--- src/rtl/cpu_seq_pkg.sv ---
// Shared definitions for the CPU command sequencer: opcode constants, the
// queued command record and the sequencer FSM state encoding.
// Build option: define CPU_SEQ_BURST_EN to enable repeated load/store bursts.
package cpu_seq_pkg;

  localparam logic [2:0] OP_LOAD  = 3'b000;
  localparam logic [2:0] OP_STORE = 3'b001;
  localparam logic [2:0] OP_ADD   = 3'b010;
  localparam logic [2:0] OP_MUL   = 3'b011;
  localparam logic [2:0] OP_INIT  = 3'b100;
  localparam logic [2:0] OP_NOP   = 3'b111;

  // One queued host command ("reg" is a keyword, hence reg_sel).
  typedef struct packed {
    logic [2:0]   op;
    logic [1:0]   reg_sel;
    logic [8:0]   addr;
    logic [511:0] data;
    logic [3:0]   count;
  } cmd_t;

`ifdef CPU_SEQ_BURST_EN
  typedef enum logic [1:0] {ST_IDLE, ST_ISSUE, ST_BURST} state_t;
`else
  typedef enum logic [1:0] {ST_IDLE, ST_ISSUE} state_t;
`endif

  // Opcodes 101/110/111 are accepted by the host port but never issued.
  function automatic logic op_valid(input logic [2:0] op);
    return op <= OP_INIT;
  endfunction

  function automatic logic is_mem_op(input logic [2:0] op);
    return (op == OP_LOAD) || (op == OP_STORE);
  endfunction

endpackage

--- src/rtl/cmd_fifo.sv ---
// Synchronous command FIFO, DEPTH entries of cmd_t, async active-high reset.
// Latency: an entry pushed at edge E is visible on pop_data after E; read is combinational from the head.
// Backpressure: push ignored while full, pop ignored while empty; no bypass when full.
// Ports: clk, rst, push/push_data (write side), pop/pop_data (read side), full, empty.
module cmd_fifo
  import cpu_seq_pkg::*;
#(
  parameter int DEPTH = 4
) (
  input  logic clk,
  input  logic rst,
  input  logic push,
  input  cmd_t push_data,
  input  logic pop,
  output cmd_t pop_data,
  output logic full,
  output logic empty
);

  localparam int AW = $clog2(DEPTH);

  cmd_t        mem [DEPTH];
  logic [AW:0] wr_ptr;
  logic [AW:0] rd_ptr;
  logic        do_push;
  logic        do_pop;

  // Pointers carry one extra wrap bit so full and empty are distinguishable.
  assign empty    = (wr_ptr == rd_ptr);
  assign full     = (wr_ptr[AW] != rd_ptr[AW]) && (wr_ptr[AW-1:0] == rd_ptr[AW-1:0]);
  assign do_push  = push && !full;
  assign do_pop   = pop && !empty;
  assign pop_data = mem[rd_ptr[AW-1:0]];

  always_ff @(posedge clk or posedge rst) begin
    if (rst) begin
      wr_ptr <= '0;
      rd_ptr <= '0;
    end else begin
      if (do_push) wr_ptr <= wr_ptr + (AW+1)'(1);
      if (do_pop)  rd_ptr <= rd_ptr + (AW+1)'(1);
    end
  end

  // Storage needs no reset: the pointers define which entries are live.
  always_ff @(posedge clk) begin
    if (do_push) mem[wr_ptr[AW-1:0]] <= push_data;
  end

endmodule

--- src/rtl/cpu_sequencer.sv ---
// Queues host commands and issues them to the CPU one per cycle, in order.
// Latency: command accepted at edge E into an empty queue drives the CPU after edge E+1.
// Backpressure: cmd_ready = !fifo_full (low during reset and for the first edge after it).
// Ports: clk, rst; host side cmd_valid/cmd_ready/cmd_op/cmd_reg/cmd_addr/cmd_data/cmd_count;
// CPU side instruction/reg_addr/mem_address/initialize_value (registered); busy, issued_count.
// Build option: CPU_SEQ_BURST_EN makes load/store repeat cmd_count+1 times with incrementing address.
module cpu_sequencer
  import cpu_seq_pkg::*;
#(
  parameter int DEPTH = 4
) (
  input  logic         clk,
  input  logic         rst,
  input  logic         cmd_valid,
  output logic         cmd_ready,
  input  logic [2:0]   cmd_op,
  input  logic [1:0]   cmd_reg,
  input  logic [8:0]   cmd_addr,
  input  logic [511:0] cmd_data,
  input  logic [3:0]   cmd_count,
  output logic [2:0]   instruction,
  output logic [1:0]   reg_addr,
  output logic [8:0]   mem_address,
  output logic [511:0] initialize_value,
  output logic         busy,
  output logic [15:0]  issued_count
);

  cmd_t   push_cmd;
  cmd_t   head;
  logic   fifo_full;
  logic   fifo_empty;
  logic   pop;
  logic   ready_en;
  logic   burst_more;
  state_t state;

  assign push_cmd  = '{op: cmd_op, reg_sel: cmd_reg, addr: cmd_addr, data: cmd_data, count: cmd_count};
  // ready_en holds cmd_ready low until the first edge after reset release.
  assign cmd_ready = ready_en && !fifo_full;
  assign busy      = !fifo_empty || (state != ST_IDLE);

`ifdef CPU_SEQ_BURST_EN
  logic [3:0] burst_rem;  // beats still to issue after the one on the outputs
  assign burst_more = (burst_rem != 4'd0);
`else
  logic unused_bits;
  assign burst_more  = 1'b0;
  assign unused_bits = ^head.count;
`endif

  // The head is consumed whenever no burst beat is pending, in any state.
  assign pop = !fifo_empty && !burst_more;

  cmd_fifo #(.DEPTH(DEPTH)) u_fifo (
    .clk       (clk),
    .rst       (rst),
    .push      (cmd_valid),
    .push_data (push_cmd),
    .pop       (pop),
    .pop_data  (head),
    .full      (fifo_full),
    .empty     (fifo_empty)
  );

  always_ff @(posedge clk or posedge rst) begin
    if (rst) begin
      state            <= ST_IDLE;
      ready_en         <= 1'b0;
      instruction      <= OP_NOP;
      reg_addr         <= '0;
      mem_address      <= '0;
      initialize_value <= '0;
      issued_count     <= '0;
`ifdef CPU_SEQ_BURST_EN
      burst_rem        <= '0;
`endif
    end else begin
      ready_en <= 1'b1;
      if (instruction != OP_NOP && issued_count != 16'hFFFF)
        issued_count <= issued_count + 16'd1;

`ifdef CPU_SEQ_BURST_EN
      if (burst_more) begin
        // Repeat the same load/store; address wraps 511 -> 0 naturally.
        state       <= ST_BURST;
        mem_address <= mem_address + 9'd1;
        burst_rem   <= burst_rem - 4'd1;
      end else
`endif
      if (pop && op_valid(head.op)) begin
        state            <= ST_ISSUE;
        instruction      <= head.op;
        reg_addr         <= head.reg_sel;
        mem_address      <= head.addr;
        initialize_value <= (head.op == OP_INIT) ? head.data : '0;
`ifdef CPU_SEQ_BURST_EN
        burst_rem        <= is_mem_op(head.op) ? head.count : 4'd0;
`endif
      end else begin
        // Nothing to issue, or an invalid opcode was popped and dropped.
        state            <= ST_IDLE;
        instruction      <= OP_NOP;
        reg_addr         <= '0;
        mem_address      <= '0;
        initialize_value <= '0;
      end
    end
  end

endmodule

--- config.mk ---
export PLATFORM = sky130hd
export DESIGN_NAME = cpu_sequencer
export DESIGN_NICKNAME = d
export VERILOG_FILES = /design/src/rtl/cpu_seq_pkg.sv /design/src/rtl/cmd_fifo.sv /design/src/rtl/cpu_sequencer.sv
export SDC_FILE = /design/constraint.sdc
export NUM_CORES = 2
export LEC_CHECK = 0
export CAP_MARGIN = 5
export CORE_MARGIN = 2
export CORE_UTILIZATION = 43
export CTS_BUF_LIST = sky130_fd_sc_hd__clkbuf_16
export CTS_CLUSTER_SIZE = 25
export DETAILED_ROUTE_END_ITERATION = 10
export HOLD_SLACK_MARGIN = 0.12
export SLEW_MARGIN = 20
export SYNTH_ARGS = -nofsm -noshare
export SYNTH_HDL_FRONTEND = slang
export SYNTH_HIERARCHICAL = 1
export SYNTH_SLANG_ARGS = --single-unit
--- constraint.sdc ---
create_clock -name clk -period 30.3 [get_ports clk]
set_clock_uncertainty 0.1 [all_clocks]
set_input_delay 9.09 -clock clk [delete_from_list [all_inputs] [get_ports clk]]
set_output_delay 9.09 -clock clk [all_outputs]
set_load 0.01 [all_outputs]
## Yosys cells after proc, flatten, opt, wreduce, memory -nomap -nowiden

Memory sizes are Yosys's and may differ from the RTL's.
Cells that the tools add are included.

- Memories kept: 1
- Memory bits (writable): 2,120
- Flip-flop bits (word level): 551
- Output and inout bits: 544
- Input bits: 533

- Eq/ne operators: 6
- Add/subtract/negate cells: 3
- Multiplexer cells: 8
- Order comparisons: 1
- Reduce and logical (&&, ||, !) cells: 9

Memories:

| name | depth | bits a word | rd ports | clocked after memory_dff | wr ports | RTL line | source |
|---|---|---|---|---|---|---|---|
| u_fifo.mem | 4 | 530 | 1 | 0 | 1 | cmd_fifo.sv:22 | `cmd_t mem [DEPTH];` |

Operators with widths:

| operator | count |
|---|---|
| 512-bit two-way mux | 2 |
| 16-bit by 1-bit adder with 16-bit output, second input constant | 1 |
| 16-bit != test, second input constant | 1 |
| 9-bit two-way mux | 1 |
| 3-bit by 1-bit adder with 3-bit output, second input constant | 2 |
| 1-bit logical AND | 5 |
| 3-bit equality test | 1 |
| 3-bit equality test, second input constant | 1 |
| 3-bit <= comparator, second input constant | 1 |
| 1-bit two-way mux | 3 |
| 3-bit two-way mux | 1 |
| 3-bit != test, second input constant | 1 |
| 2-bit equality test | 1 |
| 1-bit logical NOT | 2 |
| 2-bit two-way mux | 1 |
| 2-bit nonzero test | 1 |
| 1-bit logical OR | 1 |
| 1-bit != test | 1 |

## Logic depth before layout (Yosys ltp)

- Word-level depth: 6
- Gate-level depth with buffers: 10

## Hierarchy

Netlist, hierarchy kept.

Modules (own cells, without submodules):

| module | sequential area each (µm²) | cells each | times used | area each (µm²) |
|---|---|---|---|---|
| cmd_fifo | 63,811.2 | 2,818 | 1 | 76,936.3 |
| cpu_sequencer | 13,616.8 | 1,195 | 1 | 17,684.5 |

## Worst setup path after synthesis

OpenSTA, ideal clock, no wires.

- Path kind: input-to-reg
- Start: input cmd_valid
- End: memory u_fifo/mem[3][0] (netlist name) (enable)
- Cell stages on the path: 2
- Buffers on the path: 0
- Slack: 4.392 ns
- Arrival: 24.677 ns
- Path through: nand2_1 -> a31oi_2

- Word-level cells in the longest chain between the ends: 3

Ends and longest elaborated chain:

| item | RTL line | source |
|---|---|---|
| start: declaration | cpu_sequencer.sv:14 | `input logic cmd_valid,` |
| 1-bit logical AND | cmd_fifo.sv:31 | `assign do_push = push && !full;` |
| 1-bit two-way mux | cmd_fifo.sv:47 | `if (do_push) mem[wr_ptr[AW-1:0]] <= push_data;` |
| 1-bit two-way mux (not written as such) | cmd_fifo.sv:47 |  |
| end: declaration | cmd_fifo.sv:22 |  |

Every way passes these cells.

## Worst setup path in the final report

- Start: input cmd_valid
- End: memory u_fifo/mem[2][349] (netlist name) (enable)

Same word-level chain as after synthesis.

==> summary.md <==
| Metric | Value |
|---|---|
| Syn Inst Count | `3,993` |
| Setup Viol. Count Final | `0` |
| Gate power share | `25.0%` |
| Via-per-instance ratio | `5.19` |
| I/O pins | `1,077` |
| DP Cell Count | `7,816` |
| Max-slew violations | `0` |
| Clock latency reported for the late side of the worst-skew pair | `0.90 ns` |
| Synth warnings | `6` |
| Total CTS buffers | `290` |
| Via total after detailed routing | `43.4k` |
| Worst vdd ir | `0.0701 mV` |
| Non-filler cells, final | `8,364` |
| Initial DRC count | `3,280` |
| Worst-path maximum fanout | `59` |
| Initial antenna violation count | `99` |
| Total track usage | `19.9%` |
| Status | `finished, final reports clean` |
| CTS root buf | `clkbuf_16` |
| Cell internal pwr | `7940 uW` |
| Die area | `0.222 mm^2` |
| Largest net degree at the start of global routing | `176` |
| Relative slew slack | `29.0%` |
| CTS tree | `done` |
| Max cap viols | `0` |
| WL met3 | `19,800 um` |
| M1 wire length | `86,900 um` |
| Filler instances | `16.8k` |
| Power share of the clock group | `29.0%` |
| Congestion Overflow GR | `0` |
| Vias in the first global route | `45.4k` |
| Postcts setup bufs | `0` |
| Setup TNS | `0 ns` |
| Post-synthesis net count | `4,532` |
| RSZ-0062 raised after global routing | `no` |
| R2R Setup Slk | `23.77 ns` |
| PortBufs | `1,072` |
| Final hold vios | `0` |
| Required time worst endpoint | `30.71 ns` |
| Reg clk slew, reported paths | `0.06 ns` |
| First-pass GRT wire length | `322,000 um` |
| Wire length on met2 | `110,000 um` |
| Multi-input gate area | `0.0159 mm^2` |
| CTS Sinks | `2,654` |
| Actual slew at the worst max-slew pin | `1.07 ns` |
| Reg2reg path depth | `8` |
| Synthesis-to-layout area growth | `23.8%` |
| Commonest non-fill, non-tap cell in the layout | `edfxtp_1` |
| Path type of the worst min-delay path | `flop to flop` |
| Leak pwr | `0.0408 uW` |
| Switch Pwr | `3000 uW` |
| Starting density of the core | `43.3%` |
| Cell Area, Synth | `0.0941 mm^2` |
| Final WL | `224,000 um` |
| Top cell by count, worst path | `buf_4` |
| Pre-antenna DRT Iters | `7` |
| Routed len/inst | `26.8 um` |
| Critical path's slowest cell | `buf_4` |
| Routed Antenna Nets | `0` |
| Core area | `0.217 mm^2` |
| Hold Path End | `issued_count[3]` |
| Setup crit start kind | `input pin` |
| Crit path DAT | `14.55 ns` |
| Maximum buffer depth of the clock tree | `4` |
| Die Width | `472 um` |
| Pwr Density | `93.9 mW/mm^2` |
| Die Span Y | `472 um` |
| DRC errors left | `0` |
| WS Path Type | `input pin to flop` |
| Slowest stage delay, CP | `0.85 ns` |
| Reg area | `0.0770 mm^2` |
| Worst reg2reg path startpoint | `u_fifo/rd_ptr[1]` |
| WHS Path Cells | `1` |
| Worst path cell trace | `clkdlybuf4s50_1 -> and3_4 -> buf_4 -> buf_4 -> buf_4 -> buf_4 -> buf_4` |
| CTS Hold Bufs | `0` |
| Crit. End Element | `flop` |
| # resized after CTS | `0` |
| Share of layout cells above drive strength 1 | `17.8%` |
| Max H-tree Level | `5` |
| Fmax achieved | `70.7 MHz` |
| Minimum clock period | `14.14 ns` |
| Sw frac | `27.4%` |
| Sequential power share | `46.1%` |
| Reg-to-Reg End | `u_fifo/mem[2][349]` |
| Ratio of final minimum period to clock period | `46.7%` |
| GP Congestion | `0.804` |
| DPL Wire Length | `138,000 um` |
| Site Rows | `171` |
| Most frequent cells in the layout | `2,104 x edfxtp_1, 1,072 x clkdlybuf4s50_1, 545 x dfrtp_1, 526 x mux4_2, 523 x and2_1` |
| Final Net Count | `5,794` |
| DR top layer | `met5` |
| Syn Area/Cell | `23.6 um^2` |
| Hold path startpoint | `issued_count[3]` |
-- power groups by stage --
stage / registers [uW] / clock network (uW) / logic, uW
finish: 5040 / 3170 / 2730
global route: 5100 / 3390 / 2930
CTS: 5050 / 3250 / 2810
detailed placement: 5110 / 0 / 2800
global placement: 5080 / 0 / 2800
floorplan: 5550 / 0 / 1580
-- stage by stage --
stage               hold WS, ns  instance area (um^2)  power [uW]  utilization [%]  worst slack [ns]
floorplan                 0.416                 94100        7120                -              4.51
global placement          0.398                108000        7890             49.6             15.09
detailed placement        0.409                108000        7920             49.6             15.13
CTS                       0.419                116000       11100             53.5             16.09
global route              0.438                116000       11400             53.6             15.88
finish                    0.426                116000       10900             53.6             16.16
-- worst max path at each step --
stage,from,to,slack (ns)
after floorplan,cmd_valid,u_fifo/mem[3][100],4.51
after global placement,cmd_valid,u_fifo/mem[2][368],15.09
after detailed placement,cmd_valid,u_fifo/mem[2][368],15.13
after CTS,cmd_valid,u_fifo/mem[2][297],16.09
after global routing,cmd_valid,u_fifo/mem[2][305],15.88
final,cmd_valid,u_fifo/mem[2][349],16.16
-- area by class of cell --
class / instances / area share, %
Timing Repair Buffer: 1146 / 9.77
Antenna cell: 37 / 0.0795
Inverter: 7 / 0.0290
Sequential cell: 2654 / 66.1
Multi-Input combinational cell: 1156 / 13.7
Clock inverter: 218 / 1.04
Tap cell: 2854 / 3.07
Clock buffer: 292 / 6.27
-- flip-flops by register name, summed over array words and instances (netlist names) --
signal and count:
u_fifo/mem 2104, initialize_value 512, issued_count 16, mem_address 9, instruction 3, u_fifo/rd_ptr 3
u_fifo/wr_ptr 3, reg_addr 2, ready_en 1, state 1
-- per-layer routing --
layer	GRT usage, %	vias up
met1	25.0	23000
li1	-	18500
met4	7.15	76
met3	7.30	470
met5	0	-
met2	31.9	1412
-- worst max-delay path: cells and delay by family --
family / cells / cell delay, ns
simple gates: 1 / 0.72
buf+inv: 6 / 4.46
Note: power is estimated with default switching activity, not from simulation.
